$ cat src/rtl/cyclic_light_monitor_if.sv
// rtl/cyclic_light_monitor_if.sv - light bus plus monitor status bundle
interface cyclic_light_monitor_if #(
    parameter int CNT_W = 8
);
    logic [2:0]       light;
    logic [1:0]       phase;
    logic             locked;
    logic             err_pulse;
    logic             err_onehot;
    logic             err_seq;
    logic             err_dwell;
    logic [CNT_W-1:0] err_count;
    logic [CNT_W-1:0] cyc_count;

    modport master (
        output light,
        input  phase, locked, err_pulse, err_onehot, err_seq, err_dwell,
        input  err_count, cyc_count
    );

    modport slave (
        input  light,
        output phase, locked, err_pulse, err_onehot, err_seq, err_dwell,
        output err_count, cyc_count
    );
endinterface

$ cat src/rtl/cyclic_light_monitor.sv
// rtl/cyclic_light_monitor.sv - RGY light bus checker: one-hot, order and dwell
module cyclic_light_monitor #(
    parameter int R_CYCLES = 1,
    parameter int G_CYCLES = 1,
    parameter int Y_CYCLES = 1,
    parameter int CNT_W    = 8
) (
    input  logic                   clk,
    input  logic                   rst,
    cyclic_light_monitor_if.slave  bus
);
    localparam logic [1:0] SYNC   = 2'd0;
    localparam logic [1:0] RED    = 2'd1;
    localparam logic [1:0] GREEN  = 2'd2;
    localparam logic [1:0] YELLOW = 2'd3;

    logic [1:0]       st, st_n, sp, nxt;
    logic [CNT_W-1:0] dwell, dwell_n, lim;
    logic             onehot;
    logic             e_oh, e_seq, e_dw, cyc_inc;
    logic             pulse_q, oh_q, seq_q, dw_q;
    logic [CNT_W-1:0] err_cnt_q, cyc_cnt_q;

    // State encoding doubles as the decoded phase value.
    always_comb begin
        onehot = 1'b0;
        sp     = SYNC;
        case (bus.light)
            3'b100:  begin onehot = 1'b1; sp = RED;    end
            3'b010:  begin onehot = 1'b1; sp = GREEN;  end
            3'b001:  begin onehot = 1'b1; sp = YELLOW; end
            default: begin onehot = 1'b0; sp = SYNC;   end
        endcase
    end

    always_comb begin
        case (st)
            RED:     begin lim = CNT_W'(R_CYCLES); nxt = GREEN;  end
            GREEN:   begin lim = CNT_W'(G_CYCLES); nxt = YELLOW; end
            YELLOW:  begin lim = CNT_W'(Y_CYCLES); nxt = RED;    end
            default: begin lim = '0;               nxt = SYNC;   end
        endcase
    end

    always_comb begin
        st_n    = st;
        dwell_n = dwell;
        e_oh    = 1'b0;
        e_seq   = 1'b0;
        e_dw    = 1'b0;
        cyc_inc = 1'b0;
        if (st == SYNC) begin
            if (onehot) begin
                st_n    = sp;
                dwell_n = CNT_W'(1);
            end
        end else if (!onehot) begin
            st_n    = SYNC;
            dwell_n = '0;
            e_oh    = 1'b1;
        end else if (sp == st) begin
            if (dwell != '1) dwell_n = dwell + CNT_W'(1);
            // Equality only on the crossing sample, so a long dwell flags once.
            e_dw = (dwell == lim);
        end else if (sp == nxt) begin
            e_dw    = (dwell < lim);
            st_n    = sp;
            dwell_n = CNT_W'(1);
            cyc_inc = (st == YELLOW);
        end else begin
            e_seq   = 1'b1;
            st_n    = sp;
            dwell_n = CNT_W'(1);
        end
    end

    always_ff @(posedge clk or posedge rst) begin
        if (rst) begin
            st        <= SYNC;
            dwell     <= '0;
            pulse_q   <= 1'b0;
            oh_q      <= 1'b0;
            seq_q     <= 1'b0;
            dw_q      <= 1'b0;
            err_cnt_q <= '0;
            cyc_cnt_q <= '0;
        end else begin
            st      <= st_n;
            dwell   <= dwell_n;
            pulse_q <= e_oh | e_seq | e_dw;
            if (e_oh)  oh_q  <= 1'b1;
            if (e_seq) seq_q <= 1'b1;
            if (e_dw)  dw_q  <= 1'b1;
            if ((e_oh | e_seq | e_dw) && (err_cnt_q != '1))
                err_cnt_q <= err_cnt_q + CNT_W'(1);
            if (cyc_inc)
                cyc_cnt_q <= cyc_cnt_q + CNT_W'(1);
        end
    end

    assign bus.phase      = st;
    assign bus.locked     = (st != SYNC);
    assign bus.err_pulse  = pulse_q;
    assign bus.err_onehot = oh_q;
    assign bus.err_seq    = seq_q;
    assign bus.err_dwell  = dw_q;
    assign bus.err_count  = err_cnt_q;
    assign bus.cyc_count  = cyc_cnt_q;
endmodule

$ cat src/flat_wrapper.sv
// flat-port wrapper written by rule: the top's interface ports become plain ports
module cyclic_light_monitor_flat 
#(
    parameter int R_CYCLES = 1,
    parameter int G_CYCLES = 1,
    parameter int Y_CYCLES = 1,
    parameter int CNT_W    = 8
)
  (clk, rst, bus_light, bus_phase, bus_locked, bus_err_pulse, bus_err_onehot, bus_err_seq, bus_err_dwell, bus_err_count, bus_cyc_count);
  cyclic_light_monitor_if #(.CNT_W(CNT_W)) bus_i ();
  input  logic clk;
  input  logic rst;
  input wire logic [$bits(bus_i.light)-1:0] bus_light;
  output wire logic [$bits(bus_i.phase)-1:0] bus_phase;
  output wire logic [$bits(bus_i.locked)-1:0] bus_locked;
  output wire logic [$bits(bus_i.err_pulse)-1:0] bus_err_pulse;
  output wire logic [$bits(bus_i.err_onehot)-1:0] bus_err_onehot;
  output wire logic [$bits(bus_i.err_seq)-1:0] bus_err_seq;
  output wire logic [$bits(bus_i.err_dwell)-1:0] bus_err_dwell;
  output wire logic [$bits(bus_i.err_count)-1:0] bus_err_count;
  output wire logic [$bits(bus_i.cyc_count)-1:0] bus_cyc_count;
  assign bus_i.light = bus_light;
  assign bus_phase = bus_i.phase;
  assign bus_locked = bus_i.locked;
  assign bus_err_pulse = bus_i.err_pulse;
  assign bus_err_onehot = bus_i.err_onehot;
  assign bus_err_seq = bus_i.err_seq;
  assign bus_err_dwell = bus_i.err_dwell;
  assign bus_err_count = bus_i.err_count;
  assign bus_cyc_count = bus_i.cyc_count;
  cyclic_light_monitor #(.R_CYCLES(R_CYCLES), .G_CYCLES(G_CYCLES), .Y_CYCLES(Y_CYCLES), .CNT_W(CNT_W)) u_core (.clk(clk), .rst(rst), .bus(bus_i));
endmodule
$ cat config.mk
export PLATFORM = sky130hd
export DESIGN_NAME = cyclic_light_monitor_flat
export DESIGN_NICKNAME = d
export VERILOG_FILES = /design/src/rtl/cyclic_light_monitor_if.sv /design/src/rtl/cyclic_light_monitor.sv /design/src/flat_wrapper.sv
export SDC_FILE = /design/constraint.sdc
export NUM_CORES = 1
export LEC_CHECK = 0
export BUFFER_PORTS_ARGS = -buffer_cell sky130_fd_sc_hd__buf_2
export CORE_ASPECT_RATIO = 0.7
export CORE_UTILIZATION = 40
export CTS_CLUSTER_DIAMETER = 100
export CTS_CLUSTER_SIZE = 8
export DETAILED_ROUTE_END_ITERATION = 7
export GPL_ROUTABILITY_DRIVEN = 0
export PLACE_DENSITY = 0.61
export SLEW_MARGIN = 20
export SYNTH_ARGS = -nofsm -noshare
export SYNTH_HDL_FRONTEND = slang
export SYNTH_SLANG_ARGS = --single-unit
$ cat constraint.sdc
create_clock -name clk -period 4.75 [get_ports clk]
set_input_delay 0.475 -clock clk [delete_from_list [all_inputs] [get_ports clk]]
set_output_delay 0.475 -clock clk [all_outputs]
set_load 0.02 [all_outputs]
# Yosys cells after proc, flatten, opt, wreduce, memory -nomap -nowiden
# Index checks and enable logic that the tools add are counted.
dict set report word_totals {
  reg_bits 30
  out_inout_bits 23
  wordCells 62
}
dict set report classes {
  n_addsub 3
  magnitude_cmp 1
  n_eq_ne 14
  mux 27
  n_bitwise 2
  n_reduce_logical 7
}
# operator n
set ops {}
lappend ops {{$mux 8} 5}
lappend ops {{$add 8x1->8 const B} 3}
lappend ops {{$mux 1} 16}
lappend ops {{$ne 8x8->1 const B} 2}
lappend ops {{$pmux 2 s3} 2}
lappend ops {{$eq 8x1->1} 1}
lappend ops {{$lt 8x1->1} 1}
lappend ops {{$mux 2} 4}
lappend ops {{$reduce_or 3->1} 2}
lappend ops {{$eq 2x2->1} 2}
lappend ops {{$eq 2x2->1 const B} 2}
lappend ops {{$ne 4x4->1 const B} 1}
lappend ops {{$reduce_and 2->1} 2}
lappend ops {{$eq 3x1->1 const B} 1}
lappend ops {{$eq 3x2->1 const B} 1}
lappend ops {{$eq 3x3->1 const B} 1}
lappend ops {{$ne 3x3->1 const B} 1}
lappend ops {{$eq 2x1->1 const B} 1}
lappend ops {{$logic_not 2->1} 1}
lappend ops {{$ne 2x1->1 const B} 1}
lappend ops {{$or 1x1->1} 2}
lappend ops {{$reduce_bool 2->1} 1}
lappend ops {{$logic_and 1x1->1} 1}

# Depth between registers and ports, before layout
# Gate-level depths: netlist of run 1.
dict set report logic_depth {
  word_depth 10
  ltp_mapped 11
  mapped_depth_nobuf 9
}

# Worst setup path after synthesis of run 1
# No wires, ideal clock.
dict set report synth_path {
  path_type {reg-to-reg}
  start {register u_core.st[0], in the netlist u_core.bus.phase[0]}
  end {register u_core.cyc_cnt_q[1], in the netlist u_core.bus.cyc_count[1]}
  setup_time_ns 0.125
  t_arrival_ns 2.403
  t_required_ns 4.625
  setup_slack_ns 2.222
  stages_incl_launch_ff 10
  cell_sequence {dfrtp_1 inv_1 ha_1 nor3b_1 a22o_1 a221o_1 nor2b_1 and2_4 buf_6 mux2_4}
}
dict set report synth_between {
  elab_chain_cells 7
  elab_cells_between_ends 11
  cone_classes {eq/ne (5); mux (5); reduce/logical (1)}
}
# element line
set synth_rtl {}
lappend synth_rtl {{from (decl)} cyclic_light_monitor.sv:17} ;# logic [1:0] st, st_n, sp, nxt;
lappend synth_rtl {{from (signal assigned)} cyclic_light_monitor.sv:88} ;# st <= st_n;
lappend synth_rtl {{$eq 2x2->1 (tied with other cells)} {cyclic_light_monitor.sv:37, cyclic_light_monitor.sv:69}}
lappend synth_rtl {{$pmux 2 s3} cyclic_light_monitor.sv:37} ;# case (st)
lappend synth_rtl {{$eq 2x2->1} cyclic_light_monitor.sv:65} ;# end else if (sp == nxt) begin
lappend synth_rtl {{$mux 1} cyclic_light_monitor.sv:65}
lappend synth_rtl {{$mux 1} cyclic_light_monitor.sv:61} ;# end else if (sp == st) begin
lappend synth_rtl {{$mux 1} cyclic_light_monitor.sv:57} ;# end else if (!onehot) begin
lappend synth_rtl {{$mux 1 *} cyclic_light_monitor.sv:52} ;# if (st == SYNC) begin
lappend synth_rtl {{to (signal assigned)} cyclic_light_monitor.sv:97} ;# cyc_cnt_q <= cyc_cnt_q + CNT_W'(1);
lappend synth_rtl {{to (decl)} cyclic_light_monitor.sv:22} ;# logic [CNT_W-1:0] err_cnt_q, cyc_cnt_q;
# Every way passes the cells marked *; elsewhere a longest branch is shown, timed or not.
# A chain may end at the register's enable or synchronous reset.

# Worst setup path in the final report of run 1
# Same ends and word-level chain as after synthesis.

==> results of run 1 <==
[sequential cells by signal, indices dropped and copies added, names as in the netlist]
signal / cells
u_core.bus.cyc_count: 8
u_core.bus.err_count: 8
u_core.dwell: 8
u_core.bus.phase: 2
u_core.bus.err_dwell: 1
u_core.bus.err_onehot: 1
u_core.bus.err_pulse: 1
u_core.bus.err_seq: 1
[metal layers]
metal	track usage, %	vias to the layer above
met5	0	-
met4	8.16	0
met3	4.80	7
met2	25.6	39
met1	22.7	627
li1	-	654
[path summary, 6_finish.rpt]
path	endpoint	slack [ns]	depth (start not counted)	start
setup / recovery	u_core.bus.cyc_count[1]	2.20	8	u_core.bus.phase[0]
hold / removal	u_core.bus.cyc_count[7]	0.27	2	rst
setup reg to reg	u_core.bus.cyc_count[1]	2.20	8	u_core.bus.phase[0]
hold reg to reg	u_core.bus.err_dwell	0.47	1	u_core.bus.err_dwell
max in group asynchronous	u_core.dwell[7]	4.06	2	rst
min in group clk	u_core.bus.err_dwell	0.47	1	u_core.bus.err_dwell
[stage by stage]
stage	util, %	instances	power (uW)	hold WS (ns)	setup WS, ns
6_report	49.9	249	875	0.268	2.20
5_1_grt	49.9	249	926	0.328	2.07
4_1_cts	49.9	249	883	0.294	2.21
3_5_place_dp	47.2	241	629	0.464	2.21
3_3_place_gp	47.2	241	621	0.454	2.32
2_1_floorplan	-	167	545	0.505	2.22
[worst register-to-register path: cells and delay by family (launching register included)]
kind,cells,cell delay (ns)
multiplexers,1,0.29
adder cells (fa/ha/maj),1,0.36
flip-flops,1,0.51
AO/OA/AOI/OAI,2,0.58
AND/OR/NAND/NOR,3,0.52
buffers and inverters,1,0.16
[cells by family (layout without fill, tap and decap cells)]
| kind of cell | Yosys count | after routing | synth area share [%] |
|---|---|---|---|
| and+or+nand+nor | 64 | 64 | 21.0 |
| adders and majority gates | 8 | 8 | 5.66 |
| muxes | 2 | 2 | 1.50 |
| AOI/OAI and AO/OA | 29 | 29 | 14.3 |
| buffers and inverters | 13 | 43 | 4.01 |
| xor gates and xnor gates | 21 | 21 | 10.5 |
| DFF | 30 | 30 | 43.0 |
[final cells by class]
| class | instances | area (um2) | share of cell area (%) |
|---|---|---|---|
| repair buffers | 27 | 135 | 6.70 |
| clock buffers | 5 | 68.8 | 3.41 |
| flip-flops and latches | 30 | 751 | 37.2 |
| well taps | 52 | 65.1 | 3.23 |
| clock inverters | 3 | 40.0 | 1.99 |
| multi-input cells | 124 | 926 | 45.9 |
| inverters | 8 | 30.0 | 1.49 |
[cell usage in the layout (no fill, tap or decap), types with 2 or more instances in the layout]
cell	count
dfrtp_1	30
buf_2	27
nor2_1	15
xnor2_1	11
xor2_1	10
nand2_1	10
inv_1	7
a21oi_1	7
nand4_1	7
ha_1	7
nand3_1	5
clkbuf_8	5
nor3_1	3
and3_1	3
or3_1	3
or2_2	2
nor4_1	2
a22o_1	2
and2_4	2
nor4_2	2
a21o_1	2
clkinv_2	2
[report_power, final]
group          total, uW  switching [uW]  internal (uW)
clock                249            94.6            154
combinational        269             165            104
sequential           358            57.7            300
==> impl_metrics.py, run 1 <==
metrics = {
    "outcome": {
        "outcome": "completed",
    },
    "worst_setup_path": {
        "crit_path_top_delay_cell": "dfrtp_1",
        "worst-path-max-fanout": 10,
        "cpLargestDelayFamily": "compound AO/OA/AOI/OAI gates",
        "crit_type": "register to register",
        "cpPeakStageDelay_ns": 0.51,
        "cp-end-kind": "register",
        "cp-start-kind": "register",
        "critPathBufInv": 1,
        "critical_path_required_ns": 4.92,
        "cp.arrival_ns": 2.72,
        "crit_chain": "inv_1 > ha_1 > nor3b_1 > a22o_1 > a221o_1 > nor2b_1 > and2_4 > mux2_4",
    },
    "synth": {
        "yosys.area.top_type": "dfrtp_1",
        "synth_seq_cells": 30,
        "synth_most_common_cell": "dfrtp_1",
        "syn-instance-count": 167,
        "synth_commonest_cells": "dfrtp_1 (30), nor2_1 (15), xnor2_1 (11)",
        "syn-cell-area_mm2": 0.00175,
        "synth.area.top_cells": "dfrtp_1 (43%), xnor2_1 (5.5%), ha_1 (5.0%), xor2_1 (5.0%), nor2_1 (3.2%)",
        "ys_warn_count": 0,
        "async_flop_share_pct": 100,
        "netlist.area_leader.share_pct": 43.0,
        "synth_fp_nets": 179,
        "ys_seq_area_share_pct": 43.0,
        "post_synth.cell_area_avg_um2": 10.5,
        "ys_types": 53,
        "synth_edf_count": 0,
        "synth_ff_type": "dfrtp_1",
    },
    "cts": {
        "cts_setup_buffers": 0,
        "numCtsBuffers": 5,
        "path_clk_slew_ns": 0.06,
        "cts_hold_buf": 0,
        "htree_levels": 2,
        "cts_tree": "built",
        "cts_resized": 0,
        "cts_sinks": 30,
        "clockBufferDepth": 2,
        "cts_root_buffer": "clkbuf_8",
        "clock_latency_ns": 0.28,
    },
    "grt": {
        "grt_max_degree": 31,
        "grt_pass1_wl_um": 5840,
        "grt_remaining_overflow": 0,
        "antenna_found_initial": 0,
        "grt.total_usage_pct": 17.0,
        "grt_pass1_vias": 1224,
    },
    "sta": {
        "slew_headroom_pct": 57.7,
        "clock_skew_ns": 0.00694,
        "rsz0062_at_grt": "no",
        "fmax_mhz": 392,
        "fin_tns_setup_ns": 0,
        "fin_crit_sh_pct": 53.7,
        "tightest_slew_ns": 0.633,
        "hold_viol": 0,
        "slew_viol_final": 0,
        "min_period_ns": 2.55,
        "finalSetupViolations": 0,
    },
    "cells_and_area": {
        "syn2layout_area_growth_pct": 15.4,
        "layout-drive-gt1-share_pct": 27.4,
        "diodes": 0,
        "fin_nets": 208,
        "final_area_mm2": 0.00202,
        "num-fill-cells": 375,
    },
    "die": {
        "die-height_um": 57.3,
        "die-area_mm2": 0.00464,
        "start_util_pct": 43.2,
        "io-pin-count": 28,
        "rows": 19,
        "core_mm2": 0.00404,
        "die_x_um": 81.0,
    },
    "placed_design": {
        "dp.final_hpwl_um": 2580,
        "port-buffer-count": 27,
        "postPlaceCellArea_mm2": 0.00191,
    },
    "route": {
        "top_layer": "met4",
        "wl_per_cell_um": 14.2,
        "route.vias.total": 1327,
        "dr_wl_met3_um": 142,
        "met2_wirelength_um": 1590,
        "drt-initial-drc-count": 57,
        "wirelength_met1_um": 1730,
        "ant_nets": 0,
        "vias_per_cell": 5.33,
        "route.detailed.drc": 0,
        "postRouteWirelength_um": 3530,
        "drt-pass1-iter-count": 4,
    },
    "run": {
        "drv_cap": 0,
    },
    "min_path": {
        "hold_path.class": "input port to asynchronous set/reset pin",
    },
    "power_and_ir_drop": {
        "power_density_mw_per_mm2": 434,
        "p_leak_uw": 0.000911,
        "ir_drop_v": 0.000305,
    },
}
(Power assumes the default switching activity.)
==> run 2: changes to the inputs <==
PLACE_DENSITY = 0.63   (was 0.61)
clock period = 2.05 ns   (was 4.75 ns; I/O delays follow)
==> run 2 against run 1 <==
The run now ends with setup timing left. Critical path depth is 1 higher. Flip-flop and latch count is the same. Wire length is 15% higher. Global-route usage rose by 2.4 points. Via count grew 11%. Sequential share of layout area down 5.8 points. Final area up 19%. Clock power grew 78%. Register-to-register slack lost 2.4 ns. Largest power group is now combinational logic.
==> impl_metrics.py, run 2 (synthesized netlist as in run 1, its figures left out) <==
metrics = {
    "sta": {
        "finalSetupViolations": 16,
        "min_period_ns": 2.21,
        "slew_viol_final": 0,
        "clock_skew_ns": 0.00838,
        "rsz0062_at_grt": "yes",
        "fmax_mhz": 453,
        "slew_headroom_pct": 64.6,
        "tightest_slew_ns": 0.530,
        "timing.final.ws_setup_ns": -0.157,
        "hold_viol": 0,
        "fin_crit_sh_pct": 108,
    },
    "route": {
        "route.vias.total": 1469,
        "wl_per_cell_um": 14.6,
        "route.detailed.drc": 0,
        "drt-initial-drc-count": 69,
        "ant_nets": 0,
        "drt-pass1-iter-count": 4,
        "postRouteWirelength_um": 4050,
        "vias_per_cell": 5.28,
    },
    "power_and_ir_drop": {
        "p_leak_uw": 0.00108,
        "power_density_mw_per_mm2": 882,
        "ir_drop_v": 0.000787,
    },
    "cts": {
        "path_clk_slew_ns": 0.06,
        "clock_latency_ns": 0.28,
        "clockBufferDepth": 2,
        "cts_sinks": 30,
        "cts_root_buffer": "clkbuf_8",
        "numCtsBuffers": 5,
        "htree_levels": 2,
        "cts_tree": "built",
    },
    "die": {
        "core_mm2": 0.00404,
        "io-pin-count": 28,
        "die_x_um": 81.0,
        "start_util_pct": 43.2,
        "die-height_um": 57.3,
        "die-area_mm2": 0.00464,
        "rows": 19,
    },
    "cells_and_area": {
        "multi_input_area_mm2": 0.00108,
        "final_cell_mix": "dfrtp_1 (28), buf_2 (27), buf_4 (25)",
        "seq_area_um2": 753,
        "num-fill-cells": 332,
        "final_common_cell": "dfrtp_1",
        "utilization_pct": 59.2,
        "syn2layout_area_growth_pct": 37.0,
        "diodes": 0,
        "fin_nets": 238,
        "layout-drive-gt1-share_pct": 45.6,
    },
    "worst_setup_path": {
        "crit_type": "register to register",
        "cp-start-kind": "register",
        "r2r-end": "u_core.bus.err_count[2]",
        "cp.arrival_ns": 2.41,
        "r2r_slack_ns": -0.16,
        "worst-path-max-fanout": 3,
        "critical_path_required_ns": 2.25,
        "r2r_start": "u_core.bus.phase[0]",
        "r2r_cells": 9,
        "cp-end-kind": "register",
    },
    "min_path": {
        "hold_path_startpoint": "bus_light[2]",
        "hold_path.class": "input port to register",
        "hold_end": "u_core.bus.phase[1]",
        "hold-path-cell-count": 3,
    },
    "placed_design": {
        "dp.final_hpwl_um": 2850,
        "place_ws_ns": -0.140,
        "port-buffer-count": 27,
    },
    "outcome": {
        "violations": "setup timing",
        "outcome": "finished with violations",
    },
    "grt": {
        "grt_pass1_vias": 1426,
        "grt_remaining_overflow": 0,
        "grt.total_usage_pct": 19.5,
        "grt_max_degree": 18,
        "antenna_found_initial": 0,
        "grt_pass1_wl_um": 6750,
    },
    "run": {
        "drv_cap": 0,
    },
}
==> run 2: changes by cell type in the layout (fill, tap and decap cells not counted), moves of 2 or more <==
cell,delta
ha_4,+4
dfrtp_1,-2
inv_1,-2
a21oi_1,-2
ha_1,-4
buf_4,+25
dfrtp_2,+2
nor4_2,+2
nor4_1,-2
buf_6,+4
==> run 2: final cells by class <==
cell class                 count  area share, %
clock buffer                   5           2.88
clock inverter                 2          0.418
inverter                       8           1.52
multi-input combinational    124           45.2
sequential                    30           31.5
tap                           52           2.72
timing repair buffer          57           15.8
==> run 2: worst max-delay path by stage <==
| stage | startpoint | endpoint | slack, ns | cells after the start |
|---|---|---|---|---|
| after floorplan | u_core.bus.phase[1] | u_core.bus.cyc_count[1] | -0.22 | 9 |
| after global placement | u_core.bus.phase[1] | u_core.bus.err_count[2] | -0.09 | 9 |
| after detailed placement | u_core.bus.phase[0] | u_core.bus.err_count[5] | -0.14 | 9 |
| after CTS | u_core.bus.phase[0] | u_core.bus.err_count[2] | -0.14 | 9 |
| after global routing | u_core.bus.phase[0] | u_core.bus.err_count[7] | -0.25 | 9 |
| final | u_core.bus.phase[0] | u_core.bus.err_count[2] | -0.16 | 9 |
==> run 2: critical path, cell delays in order (launching register included) <==
cell,delay [ns]
dfrtp_2,0.43
inv_4,0.07
ha_4,0.20
nor3b_2,0.15
a22o_1,0.22
a221o_1,0.34
a21oi_2,0.23
or2_4,0.18
and3_4,0.17
xor2_1,0.13
==> run 2: metrics by stage <==
stage	hold slack [ns]	instance area [um2]	cells	total power, uW	setup TNS [ns]
floorplan	0.296	1830	167	1330	-1.48
global placement	0.250	2160	265	1580	-0.474
detailed placement	0.274	2160	265	1600	-1.10
CTS	0.329	2260	273	2070	-0.978
global route	0.376	2390	278	2250	-2.85
finish	0.360	2390	278	2110	-1.14
==> run 2: repair_timing <==
| item | 4_1_cts | 5_1_grt |
|---|---|---|
| setup endpoints to repair | 16 | 19 |
| gates resized for setup | 1 | 20 |
| setup buffers | 0 | 5 |
| pin swaps | 5 | 17 |
| hold endpoints to repair | 13 | 0 |
| hold buffers | 1 | 0 |
==> run 2: metal layers <==
metal / track usage (%) / vias to the layer above / routed length [um]
li1: - / 715 / -
met1: 27.4 / 721 / 1900
met2: 28.5 / 26 / 1940
met3: 4.80 / 7 / 157
met4: 8.16 / 0 / 55
met5: 0 / - / 0
==> run 2: power by group <==
| group | leakage (uW) | switching (uW) | internal (uW) |
|---|---|---|---|
| logic | 0.000659 | 458 | 381 |
| clock network | 0.0000438 | 217 | 227 |
| registers | 0.000382 | 133 | 696 |
==> run 3: changes to the inputs <==
CTS_CLUSTER_DIAMETER = 60   (was 100)
REMOVE_ABC_BUFFERS = 1   (was unset)
==> run 3 against run 2 <==
The run ends with hold timing, setup timing left. Register-to-register slack hardly changed. Worst hold slack got worse by 0.37 ns. Sequential power shrank 1%. First-iteration DRC count rose by 43%. Power down 1.2%. Die area stayed put. Fmax about the same. Via count rose by 0.34%. Flip-flop and latch count did not move. Final area fell by 3.3%. Utilization down 2.0 points. Sequential share of layout area grew 0.98 points. Largest cell class unchanged. Largest power group unchanged.
==> impl_metrics.py, run 3 (synthesized netlist as in run 1, its figures left out) <==
metrics = {
    "worst_setup_path": {
        "critPathBufInv": 2,
        "crit_path_top_delay_cell": "nor4_1",
        "endpoint": "u_core.bus.cyc_count[1]",
        "cp_num_cells": 8,
        "r2r-end": "u_core.bus.cyc_count[1]",
        "crit_start": "u_core.bus.phase[1]",
        "crit_chain": "inv_2 > ha_4 > buf_4 > nor4_1 > a311oi_4 > nor2b_4 > and2_4 > mux2_4",
        "r2r_start": "u_core.bus.phase[1]",
        "critical_path_required_ns": 2.21,
        "worst-path-max-fanout": 8,
        "cp-end-kind": "register",
        "cpLargestDelayFamily": "simple AND/OR/NAND/NOR gates",
        "cp-start-kind": "register",
        "r2r_cells": 8,
        "crit_type": "register to register",
        "cpPeakStageDelay_ns": 0.52,
        "r2r_slack_ns": -0.16,
        "cp.arrival_ns": 2.37,
    },
    "cts": {
        "clock_latency_ns": 0.28,
        "cts_tree": "built",
        "clockBufferDepth": 2,
        "htree_levels": 2,
        "cts_root_buffer": "clkbuf_8",
        "cts_sinks": 30,
        "path_clk_slew_ns": 0.07,
        "numCtsBuffers": 5,
    },
    "cells_and_area": {
        "num-fill-cells": 354,
        "syn2layout_area_growth_pct": 32.4,
        "final_common_cell": "dfrtp_1",
        "fin_nets": 237,
        "final_area_mm2": 0.00231,
        "layout-drive-gt1-share_pct": 41.3,
        "utilization_pct": 57.2,
        "diodes": 0,
        "final_cell_mix": "dfrtp_1 (30), buf_2 (27), buf_4 (24)",
    },
    "placed_design": {
        "dp.final_hpwl_um": 2790,
        "port-buffer-count": 27,
        "postPlaceCellArea_mm2": 0.00209,
    },
    "route": {
        "wl_per_cell_um": 14.8,
        "vias_per_cell": 5.32,
        "drt-pass1-iter-count": 4,
        "drt-initial-drc-count": 99,
        "ant_nets": 0,
        "route.detailed.drc": 0,
        "postRouteWirelength_um": 4090,
        "route.vias.total": 1474,
    },
    "sta": {
        "timing.final.ws_setup_ns": -0.158,
        "tightest_slew_ns": 0.570,
        "slew_headroom_pct": 61.6,
        "slew_viol_final": 0,
        "clock_skew_ns": 0.00750,
        "rsz0062_at_grt": "yes",
        "fmax_mhz": 453,
        "hold_viol": 18,
        "finalSetupViolations": 17,
        "fin_crit_sh_pct": 108,
        "hold_ws_ns": -0.00769,
        "min_period_ns": 2.21,
    },
    "die": {
        "start_util_pct": 43.2,
        "die_x_um": 81.0,
        "rows": 19,
        "die-area_mm2": 0.00464,
        "core_mm2": 0.00404,
        "die-height_um": 57.3,
        "io-pin-count": 28,
    },
    "power_and_ir_drop": {
        "comb_power_share_pct": 39.7,
        "switching_share_pct": 38.1,
        "clkPwrFrac_pct": 21.0,
        "p_leak_uw": 0.00106,
        "p_switching_uw": 794,
        "ir_drop_v": 0.000484,
        "p_int_uw": 1290,
        "power_frac_seq_pct": 39.3,
        "power_density_mw_per_mm2": 902,
    },
    "run": {
        "drv_cap": 0,
    },
    "grt": {
        "grt_remaining_overflow": 0,
        "grt_pass1_vias": 1403,
        "grt.total_usage_pct": 19.6,
        "grt_pass1_wl_um": 6700,
        "antenna_found_initial": 0,
        "grt_util_met2_pct": 30.1,
        "met1_usage_pct": 26.4,
        "top_usage_layer": "met2",
        "grtUsageMet3_pct": 5.92,
        "grt_max_degree": 31,
    },
    "min_path": {
        "hold_path.class": "input port to asynchronous set/reset pin",
    },
    "outcome": {
        "violations": "hold timing, setup timing",
        "outcome": "finished with violations",
    },
}
## run 3: cell types whose count changed in the layout (fill, tap and decap cells not counted), sizes merged
cell | previous run | this run
clkbuf | 5 | 6
clkinvlp | 1 | 0
inv | 7 | 8
dlygate4sd3 | 1 | 0
buf | 56 | 55
## run 3: stage by stage
stage | TNS [ns] | total power (uW) | cells | hold slack, ns | worst slack (ns)
after CTS | -1.41 | 2020 | 274 | 0.000146 | -0.142
after detailed placement | -1.93 | 1530 | 265 | 0.302 | -0.173
after global routing | -3.24 | 2220 | 277 | 0.0290 | -0.253
after global placement | -0.878 | 1510 | 265 | 0.294 | -0.120
final | -1.60 | 2090 | 277 | -0.00769 | -0.158
after floorplan | -5.42 | 1250 | 162 | 0.296 | -0.431
## run 3: worst min-delay path by stage
stage          from  slack, ns                 endpoint
6_report        rst     -0.008  u_core.bus.cyc_count[0]
3_3_place_gp    rst       0.29  u_core.bus.cyc_count[7]
5_1_grt         rst       0.03  u_core.bus.cyc_count[5]
2_1_floorplan   rst       0.30  u_core.bus.cyc_count[0]
4_1_cts         rst     0.0001  u_core.bus.err_count[6]
3_5_place_dp    rst       0.30  u_core.bus.cyc_count[6]
## run 3: final cells by class
type	count	area, um2	area share (%)
clock buffers	5	68.8	2.97
clock inverters	2	10.0	0.433
inverters	8	30.0	1.30
multi-input cells	124	1020	44.2
flip-flops and latches	30	751	32.4
well taps	52	65.1	2.81
repair buffers	56	365	15.8
## run 3: what timing repair did
item / 4_1_cts / 5_1_grt
gates cloned: 0 / 0
hold buffers: 0 / 0
gates resized for setup: 10 / 13
setup buffers: 2 / 3
endpoints found under the setup margin: 17 / 20
pin swaps: 3 / 16
## run 3: worst register-to-register path: cells and delay by family (launching register included)
| kind | cells | cell delay [ns] |
|---|---|---|
| and+or+nand+nor | 3 | 0.89 |
| DFF | 1 | 0.40 |
| muxes | 1 | 0.30 |
| buffers and inverters | 2 | 0.21 |
| adders and majority gates | 1 | 0.18 |
| AOI/OAI and AO/OA | 1 | 0.12 |
## run 3: power groups by stage
| stage | combinational, uW | sequential (uW) | clock, uW |
|---|---|---|---|
| 6_report | 828 | 820 | 439 |
| 2_1_floorplan | 324 | 928 | 0 |
| 3_5_place_dp | 709 | 822 | 0 |
| 5_1_grt | 897 | 833 | 485 |
| 3_3_place_gp | 693 | 814 | 0 |
| 4_1_cts | 752 | 816 | 455 |
## run 3: layer usage
layer	share of wire, %	up-vias	routed length, um
met2	48	33	1960
met4	1.4	0	56
met5	0	-	0
li1	-	714	-
met3	3.4	9	141
met1	47	718	1930
